<file path="src/rtl/shk_arbiter.sv">
// shk_arbiter: round-robin arbiter joining four SHK masters onto one SHK slave.
// Ports: i_sys_clk / i_sys_rst_n (async, active-low).
//   s_shk_*  : four upstream masters (valid/maddr/mdata/msync in, ready out)
//              plus the slave response (saddr/sdata/ssync) broadcast back.
//   m_shk_0_*: downstream slave port.
//   o_grant  : one-hot current grant, 0 in IDLE.
//   o_unusual_flg : sticky timeout flag.
// Build option: define SHK_ARB_TIMEOUT_EN to enable the GRANT timeout of
// NM_TO_CYC cycles; without it the flag is constant 0 and GRANT waits forever.
module shk_arbiter #(
   parameter int WD_SHK_DAT = 32,
   parameter int WD_SHK_ADR = 32,
   parameter int NM_TO_CYC  = 255
) (
   input  logic                    i_sys_clk,
   input  logic                    i_sys_rst_n,
   input  logic [3:0]              s_shk_valid,
   input  logic [4*WD_SHK_ADR-1:0] s_shk_maddr,
   input  logic [4*WD_SHK_DAT-1:0] s_shk_mdata,
   input  logic [3:0]              s_shk_msync,
   output logic [3:0]              s_shk_ready,
   output logic [WD_SHK_ADR-1:0]   s_shk_saddr,
   output logic [WD_SHK_DAT-1:0]   s_shk_sdata,
   output logic                    s_shk_ssync,
   output logic                    m_shk_0_valid,
   output logic [WD_SHK_ADR-1:0]   m_shk_0_maddr,
   output logic [WD_SHK_DAT-1:0]   m_shk_0_mdata,
   output logic                    m_shk_0_msync,
   input  logic                    m_shk_0_ready,
   input  logic [WD_SHK_ADR-1:0]   m_shk_0_saddr,
   input  logic [WD_SHK_DAT-1:0]   m_shk_0_sdata,
   input  logic                    m_shk_0_ssync,
   output logic [3:0]              o_grant,
   output logic                    o_unusual_flg
);

   typedef enum logic [1:0] {
      IDLE    = 2'd0,
      GRANT   = 2'd1,
      RELEASE = 2'd2
   } state_t;

   state_t                state_q, state_d;
   logic [1:0]            ptr_q, ptr_d;
   logic [1:0]            gidx_q, gidx_d;
   logic [3:0]            grant_q, grant_d;
   logic [WD_SHK_ADR-1:0] maddr_q, maddr_d;
   logic [WD_SHK_DAT-1:0] mdata_q, mdata_d;
   logic                  msync_q, msync_d;

`ifdef SHK_ARB_TIMEOUT_EN
   localparam logic [15:0] TO_LAST = 16'(NM_TO_CYC - 1);
   logic [15:0]           cnt_q, cnt_d;
   logic                  flg_q, flg_d;
`endif

   logic [1:0]            pick;
   logic [1:0]            cand;
   logic                  in_grant;
   logic                  sel_valid;
   logic                  sel_msync;
   logic [WD_SHK_ADR-1:0] sel_maddr;
   logic [WD_SHK_DAT-1:0] sel_mdata;

   // Scan from the lowest priority up so the requester nearest the pointer wins.
   always_comb begin
      pick = ptr_q;
      cand = ptr_q;
      for (int k = 3; k >= 0; k--) begin
         cand = ptr_q + 2'(k);
         if (s_shk_valid[cand]) pick = cand;
      end
   end

   assign in_grant  = (state_q == GRANT);
   assign sel_valid = s_shk_valid[gidx_q];
   assign sel_msync = s_shk_msync[gidx_q];
   assign sel_maddr = s_shk_maddr[int'(gidx_q)*WD_SHK_ADR +: WD_SHK_ADR];
   assign sel_mdata = s_shk_mdata[int'(gidx_q)*WD_SHK_DAT +: WD_SHK_DAT];

   // Request side is a live mux in GRANT and a held copy elsewhere.
   assign m_shk_0_valid = in_grant & sel_valid;
   assign m_shk_0_maddr = in_grant ? sel_maddr : maddr_q;
   assign m_shk_0_mdata = in_grant ? sel_mdata : mdata_q;
   assign m_shk_0_msync = in_grant ? sel_msync : msync_q;
   assign s_shk_ready   = in_grant ? (4'(m_shk_0_ready) << gidx_q) : 4'd0;

   assign s_shk_saddr = m_shk_0_saddr;
   assign s_shk_sdata = m_shk_0_sdata;
   assign s_shk_ssync = m_shk_0_ssync;

   assign o_grant = grant_q;

`ifdef SHK_ARB_TIMEOUT_EN
   assign o_unusual_flg = flg_q;
`else
   // Never true for a legal NM_TO_CYC, so the flag is constant 0.
   assign o_unusual_flg = (NM_TO_CYC < 0);
`endif

   always_comb begin
      state_d = state_q;
      ptr_d   = ptr_q;
      gidx_d  = gidx_q;
      grant_d = grant_q;
      maddr_d = maddr_q;
      mdata_d = mdata_q;
      msync_d = msync_q;
`ifdef SHK_ARB_TIMEOUT_EN
      cnt_d   = cnt_q;
      flg_d   = flg_q;
`endif
      unique case (state_q)
         IDLE: begin
            if (|s_shk_valid) begin
               state_d = GRANT;
               gidx_d  = pick;
               grant_d = 4'b0001 << pick;
               ptr_d   = pick + 2'd1;
`ifdef SHK_ARB_TIMEOUT_EN
               cnt_d   = 16'd0;
`endif
            end
         end
         GRANT: begin
            maddr_d = sel_maddr;
            mdata_d = sel_mdata;
            msync_d = sel_msync;
            if (!sel_valid) begin
               state_d = IDLE;
               grant_d = 4'd0;
            end else if (m_shk_0_ready) begin
               state_d = RELEASE;
            end
`ifdef SHK_ARB_TIMEOUT_EN
            else begin
               cnt_d = cnt_q + 16'd1;
               if (cnt_q == TO_LAST) begin
                  flg_d   = 1'b1;
                  state_d = RELEASE;
               end
            end
`endif
         end
         RELEASE: begin
            if (!m_shk_0_ready) begin
               state_d = IDLE;
               grant_d = 4'd0;
            end
         end
         default: begin
            state_d = IDLE;
            grant_d = 4'd0;
         end
      endcase
   end

   always_ff @(posedge i_sys_clk or negedge i_sys_rst_n) begin
      if (!i_sys_rst_n) begin
         state_q <= IDLE;
         ptr_q   <= 2'd0;
         gidx_q  <= 2'd0;
         grant_q <= 4'd0;
         maddr_q <= '0;
         mdata_q <= '0;
         msync_q <= 1'b0;
`ifdef SHK_ARB_TIMEOUT_EN
         cnt_q   <= 16'd0;
         flg_q   <= 1'b0;
`endif
      end else begin
         state_q <= state_d;
         ptr_q   <= ptr_d;
         gidx_q  <= gidx_d;
         grant_q <= grant_d;
         maddr_q <= maddr_d;
         mdata_q <= mdata_d;
         msync_q <= msync_d;
`ifdef SHK_ARB_TIMEOUT_EN
         cnt_q   <= cnt_d;
         flg_q   <= flg_d;
`endif
      end
   end

endmodule

</file>
<file path="config.mk">
export PLATFORM = sky130hd
export DESIGN_NAME = shk_arbiter
export DESIGN_NICKNAME = d
export VERILOG_FILES = /design/src/rtl/shk_arbiter.sv
export SDC_FILE = /design/constraint.sdc
export NUM_CORES = 1
export LEC_CHECK = 0
export CAP_MARGIN = 10
export CORE_AREA = 4 4 180 182
export CTS_CLUSTER_SIZE = 12
export DETAILED_ROUTE_END_ITERATION = 7
export DIE_AREA = 0 0 184 186
export GPL_ROUTABILITY_DRIVEN = 0
export PLACE_DENSITY = 0.48
export SLEW_MARGIN = 30
export SYNTH_ARGS = -nofsm -noshare
export SYNTH_HDL_FRONTEND = slang
export SYNTH_SLANG_ARGS = --single-unit
</file>
<file path="constraint.sdc">
create_clock -name i_sys_clk -period 3.33 [get_ports i_sys_clk]
set_input_delay 0.333 -clock i_sys_clk [delete_from_list [all_inputs] [get_ports i_sys_clk]]
set_output_delay 0.333 -clock i_sys_clk [all_outputs]
set_load 0.02 [all_outputs]
</file>
==> metrics, run 1 <==
outcome=finished, final reports clean; Synth Register Bits=75; Detailed Route Iter0 Violations=85; sequential cell area=1880 um^2; clk buf depth=2; area share of the largest cell type after synthesis=37.1%; WP data arrival=2.67 ns; CTS buffer count=9; Slew headroom=57.7%; Area growth syn-to-layout=74.2%; top post-synthesis cells by area=dfrtp_1 (37%), mux4_2 (29%), mux2_2 (12%), buf_4 (9.8%), mux2_4 (3.0%); placed wire-length estimate=around 15,000 um; grt ovf=0; number of global-route vias before repair=4,722; Mapped Nets=~680; sequential share of the synthesized area=between 30% and 40%; Peak Freq=between 300 and 400 MHz; full die area=approximately 34,000 um^2; Final Util=between 20% and 30%; core area=around 31,000 um^2; Final nets=953; Hold Crit Class=register to register; Place WS=between 0.6 and 0.7 ns; Total Routed Length=19,600 um; Ys Warns=0; clk sinks=75; CP endpoint kind=primary output; CP required=around 3 ns; unique cell type count in the Yosys netlist=29; antenna violations before repair=0; Setup Fix Bufs, Post-CTS=0; Vias per Instance=about 3.9; post-layout worst setup margin=~0.33 ns; drt pass-1 iters=4; die width=184 um; area leader, netlist=dfrtp_1; first-pass GRT wire length=between 20,000 and 30,000 um; Multi-input gate area=approximately 2500 um^2; DIE HEIGHT=between 150 and 200 um; diodes inserted=0; critical path class=register to primary output; max-slew violation count=0; crit start category=register; Sum Neg Setup Slack=0 ns; RSZ-0062 raised after global routing=no; Worst-Skew Late Latency=0.36 ns; CTS tree=built; Overall Global Routing Usage=11.1%; Final Cycle Share=between 90% and 100%; Root Driver=clkbuf_16; Vias=slightly above 4,000; # Max-Cap Violations=0; post-synthesis cell count=350; Final Hold Fails=0; row count=64; final clock skew=about 0.0077 ns; largest net degree at the start of global routing=45; final setup fails=0; Post-CTS Hold Buffers=1; post-route ant nets=0; fillers=roughly 3,100; I/O Buffers=340; PostCTS Resize Cnt=0; mean routed wirelength per cell=about 19 um; minimum clock period=3.00 ns; CP max stage delay=around 0.63 ns; fraction of layout cells with a size suffix above 1=between 20% and 30%; DRC viols=0; Max stage delay cell, worst path=dfrtp_4; cell area after synthesis=around 5100 um^2; Worst Path Max Fanout=27; peak supply drop=0.392 mV; I/O pin cnt=472; average instance area after synthesis=14.5 um^2; Power Density=between 900 and 1000 nW/um^2; Starting Density=between 10% and 20%; measured slew at the worst slew-check pin=~0.63 ns; Leakage=0.00328 uW; CTS H-tree depth=3; worst path cell trace=buf_12 -> mux4_2 -> mux2_2 -> clkdlybuf4s50_1; Clock Pin Slew Worst Setup and Hold Paths=~0.060 ns
==> worst paths after layout <==
| check | startpoint | slack [ns] | to | cells past startpoint |
|---|---|---|---|---|
| worst min register to register | maddr_q[16] | 0.49 | maddr_q[16] | 1 |
| worst max register to register | gidx_q[0] | 1.43 | o_grant[2] | 4 |
| worst max-delay path | gidx_q[0] | 0.33 | m_shk_0_msync | 4 |
| min in group asynchronous | i_sys_rst_n | 0.55 | mdata_q[28] | 2 |
| worst min-delay path | maddr_q[16] | 0.49 | maddr_q[16] | 1 |
| max in group asynchronous | i_sys_rst_n | 2.03 | mdata_q[0] | 3 |
==> stage by stage <==
stage	std cells	power (uW)	hold WS, ns	instance area, um^2
after floorplan	350	5000	0.0374	5060
after global placement	1005	7200	0.403	8450
after detailed placement	1005	7210	0.408	8450
after CTS	1022	8530	0.497	8820
after global routing	1022	8860	0.503	8820
final	1022	8290	0.492	8820
==> final cells by class <==
type | count | share of cell area, %
repair buffers | 350 | 40.0
multi-input cells | 181 | 28.8
flip-flops and latches | 75 | 21.4
well taps | 396 | 5.62
clock buffers | 11 | 2.64
clock inverters | 5 | 1.42
inverters | 4 | 0.170
==> synth_stat cells <==
cell type	instances
dfrtp_1	75
buf_4	66
mux4_2	66
mux2_2	55
buf_2	12
nand2_1	11
mux2_4	10
clkbuf_1	9
nand2b_1	6
o21ai_0	5
inv_1	4
nor2_1	4
a21oi_1	3
nand3_1	3
nor2b_1	3
nor3_1	3
buf_12	2
nand3b_1	2
a21o_1	1
a22o_1	1
a32o_1	1
and4bb_2	1
buf_6	1
conb_1	1
nand4b_1	1
nor4_1	1
o211ai_1	1
o31ai_1	1
or3_1	1
==> sequential cells by signal (all words and copies together), names as in the netlist <==
register  count
maddr_q      32
state_q       2
o_grant       4
gidx_q        2
ptr_q         2
mdata_q      32
msync_q       1
==> worst max-delay path: cells and delay by family, from the launching register on <==
family / cells / cell delay, ns
buffers and inverters: 2 / 0.83
multiplexers: 2 / 0.83
flip-flops: 1 / 0.63
==> kinds of logic after synthesis <==
kind of cell,share of synthesized area (%)
muxes,44.5
buffers and inverters,12.9
DFF,37.1
and+or+nand+nor,3.78
AOI/OAI and AO/OA,1.61
other,0.0740
==> layout by cell type (no fill, tap or decap), types with 5 or more instances in the layout <==
master / Yosys / layout
buf_4: 66 / 6
clkbuf_16: 0 / 9
clkdlybuf4s50_1: 0 / 339
dfrtp_1: 75 / 73
mux2_2: 55 / 55
mux2_4: 10 / 10
mux4_2: 66 / 66
nand2_1: 11 / 11
nand2b_1: 6 / 6
o21ai_0: 5 / 5
==> metal layers <==
metal | track usage [%] | wire, um
met1 | 12.3 | 7300
met2 | 19.2 | 9660
met3 | 4.75 | 2250
met4 | 3.99 | 377
met5 | 0 | 0
==> power by group <==
part	switching [uW]	internal [uW]	total, uW
registers	261	1400	1660
clock network	430	809	1240
logic	2410	2980	5390
total	3100	5190	8290
(Power assumes the default switching activity.)
==> inputs of run 2 (changes only) <==
--- a/config.mk
+++ b/config.mk
@@ -6,12 +6,13 @@
 export NUM_CORES = 1
 export LEC_CHECK = 0
 export CAP_MARGIN = 10
-export CORE_AREA = 4 4 180 182
+export CORE_AREA = 4 4 181 183
 export CTS_CLUSTER_SIZE = 12
 export DETAILED_ROUTE_END_ITERATION = 7
-export DIE_AREA = 0 0 184 186
+export DIE_AREA = 0 0 185 187
+export DONT_BUFFER_PORTS = 1
 export GPL_ROUTABILITY_DRIVEN = 0
-export PLACE_DENSITY = 0.48
+export PLACE_DENSITY = 0.3
 export SLEW_MARGIN = 30
 export SYNTH_ARGS = -nofsm -noshare
 export SYNTH_HDL_FRONTEND = slang
==> constraint.sdc (replaced) <==
create_clock -name i_sys_clk -period 3.55 [get_ports i_sys_clk]
set_input_delay 0.355 -clock i_sys_clk [delete_from_list [all_inputs] [get_ports i_sys_clk]]
set_output_delay 0.355 -clock i_sys_clk [all_outputs]
set_load 0.02 [all_outputs]
==> run 2 against run 1 <==
Non-clock buffer count down 342. Setup slack better by 0.35 ns. Wire length down 23%. Cell area down 38%. Total power down 25%. Via count down 32%. Flip-flop and latch count unchanged. Die area up 1.1%. Clock skew up 0.0012 ns. Cell count down 33%. Core utilization down 11 points. Register-to-register slack worse by 0.21 ns.
==> metrics, run 2 (synthesized netlist as in run 1, its figures left out) <==
outcome=finished, final reports clean; FF-to-FF Start=gidx_q[0]; measured slew at the worst slew-check pin=0.723 ns (+0.0890 ns); CTS H-tree depth=3 (unchanged); antenna violations before repair=0 (unchanged); crit start category=register; critical path class=register to primary output; peak supply drop=0.285 mV (-27%); Total Routed Length=15,000 um (-23%); largest net degree at the start of global routing=76 (+69%); Overall Global Routing Usage=8.35% (-2.8 points); DRC viols=0 (unchanged); RSZ-0062 raised after global routing=no; commonest non-fill, non-tap cell in the layout=dfrtp_1; CTS tree=built; Hold Crit Class=primary input to register; Leakage=0.00195 uW (-41%); clk buf depth=2 (unchanged); R2R depth=3 (-1); DIE HEIGHT=187 um (+0.54%); grt ovf=0 (unchanged); worst hold slack=0.115 ns (-0.377 ns); Worst-Skew Late Latency=0.34 ns (-0.02 ns); final clock skew=0.00899 ns (+0.00125 ns); hold_sp=m_shk_0_ready; Hold Path Stages=1 (unchanged); core area=31,200 um^2 (+2.1%); most frequent cells in the layout=dfrtp_1 (73), mux4_2 (66), mux2_2 (55); CP endpoint kind=primary output; CTS buffer count=9 (unchanged); Starting Density=16.2% (-0.34 points); # Max-Cap Violations=0 (unchanged); first-pass GRT wire length=21,300 um (-25%); Place WS=0.967 ns (+0.321 ns); minimum clock period=around 2.9 ns; Final nets=611 (-36%); Placement Cell Area=4990 um^2 (-41%); max-slew violation count=0 (unchanged); drt pass-1 iters=4 (unchanged); fraction of layout cells with a size suffix above 1=55.6% (+30 points); clk sinks=75 (unchanged); fillers=3,443 (+9.6%); Slew headroom=51.8% (-5.9 points); post-route ant nets=0 (unchanged); die width=185 um (+0.54%); final setup fails=0 (unchanged); Finished Cell Area=5430 um^2 (-38%); Power Density=1150 nW/um^2 (+22%); Setup Fix Bufs, Post-CTS=0 (unchanged); row count=65 (+1.6%); Peak Freq=348 MHz; WP data arrival=2.52 ns (-0.15 ns); Detailed Route Iter0 Violations=98 (+15%); full die area=34,600 um^2 (+1.1%); Final Cycle Share=between 80% and 90%; Setup crit start=gidx_q[0]; Area growth syn-to-layout=7.11%; placed wire-length estimate=11,600 um (-25%); Sum Neg Setup Slack=0 ns (unchanged); number of global-route vias before repair=3,442 (-27%); Root Driver=clkbuf_16; Worst Path Max Fanout=36 (+33%); Vias per Instance=3.99 (+1.1%); mean routed wirelength per cell=21.9 um (+14%); I/O Buffers=0 (-100%); Final Util=17.4% (-11 points); Final Hold Fails=0 (unchanged); Vias=2,734 (-32%); Clock Pin Slew Worst Setup and Hold Paths=0.06 ns (about the same); I/O pin cnt=472 (unchanged); CP required=3.19 ns (+0.19 ns); diodes inserted=0 (unchanged); post-layout worst setup margin=0.673 ns (+0.346 ns)
run 2: changes by cell type in the layout (fill, tap and decap cells not counted), sizes merged:
cell | previous run | this run
clkbuf | 11 | 10
clkinvlp | 0 | 1
clkdlybuf4s50 | 339 | 0
buf | 10 | 7
run 2: per-stage QoR:
step | instances | power (uW)
final | 686 | 6240
after global routing | 686 | 6670
after CTS | 685 | 6430
after detailed placement | 667 | 5160
after global placement | 667 | 5120
after floorplan | 350 | 4690
run 2: layout make-up:
type / instances / area, um^2 / share of cell area, %
Sequential cell: 75 / 1880 / 34.7
Timing Repair Buffer: 8 / 108 / 1.98
Clock buffer: 10 / 239 / 4.40
Multi-Input combinational cell: 181 / 2540 / 46.8
Clock inverter: 6 / 136 / 2.51
Tap cell: 402 / 503 / 9.27
Inverter: 4 / 15.0 / 0.277
run 2: power by group:
| group | leakage, uW | switching [uW] | internal, uW | total [uW] |
|---|---|---|---|---|
| clock network | 0.000179 | 395 | 779 | 1170 |
| logic | 0.000882 | 1910 | 1480 | 3390 |
| registers | 0.000884 | 360 | 1310 | 1670 |
| total | 0.00195 | 2670 | 3570 | 6240 |
run 2: final timing paths:
| path | endpoint | slack [ns] |
|---|---|---|
| max reg2reg | mdata_q[21] | 1.22 |
| max | m_shk_0_mdata[21] | 0.67 |
| max in group asynchronous | gidx_q[0] | 2.63 |
| min | state_q[0] | 0.12 |
| min in group asynchronous | maddr_q[4] | 0.57 |
| min reg2reg | maddr_q[19] | 0.55 |
run 2: what timing repair did:
action	4_1_cts	5_1_grt
hold buffers	2	0
hold endpoints to repair	75	0
gates resized for setup	0	0
run 2: critical path: stages (launching register included):
cell     delay, ns
dfrtp_4       0.89
buf_12        0.35
mux4_2        0.55
mux2_2        0.36
run 2: layer usage:
layer | GRT usage [%] | vias up | part of all wire, %
met5 | 0 | - | 0
met4 | 3.22 | 0 | 2.3
met3 | 3.42 | 30 | 10
met2 | 15.4 | 243 | 54
met1 | 8.27 | 1339 | 33
li1 | - | 1122 | -
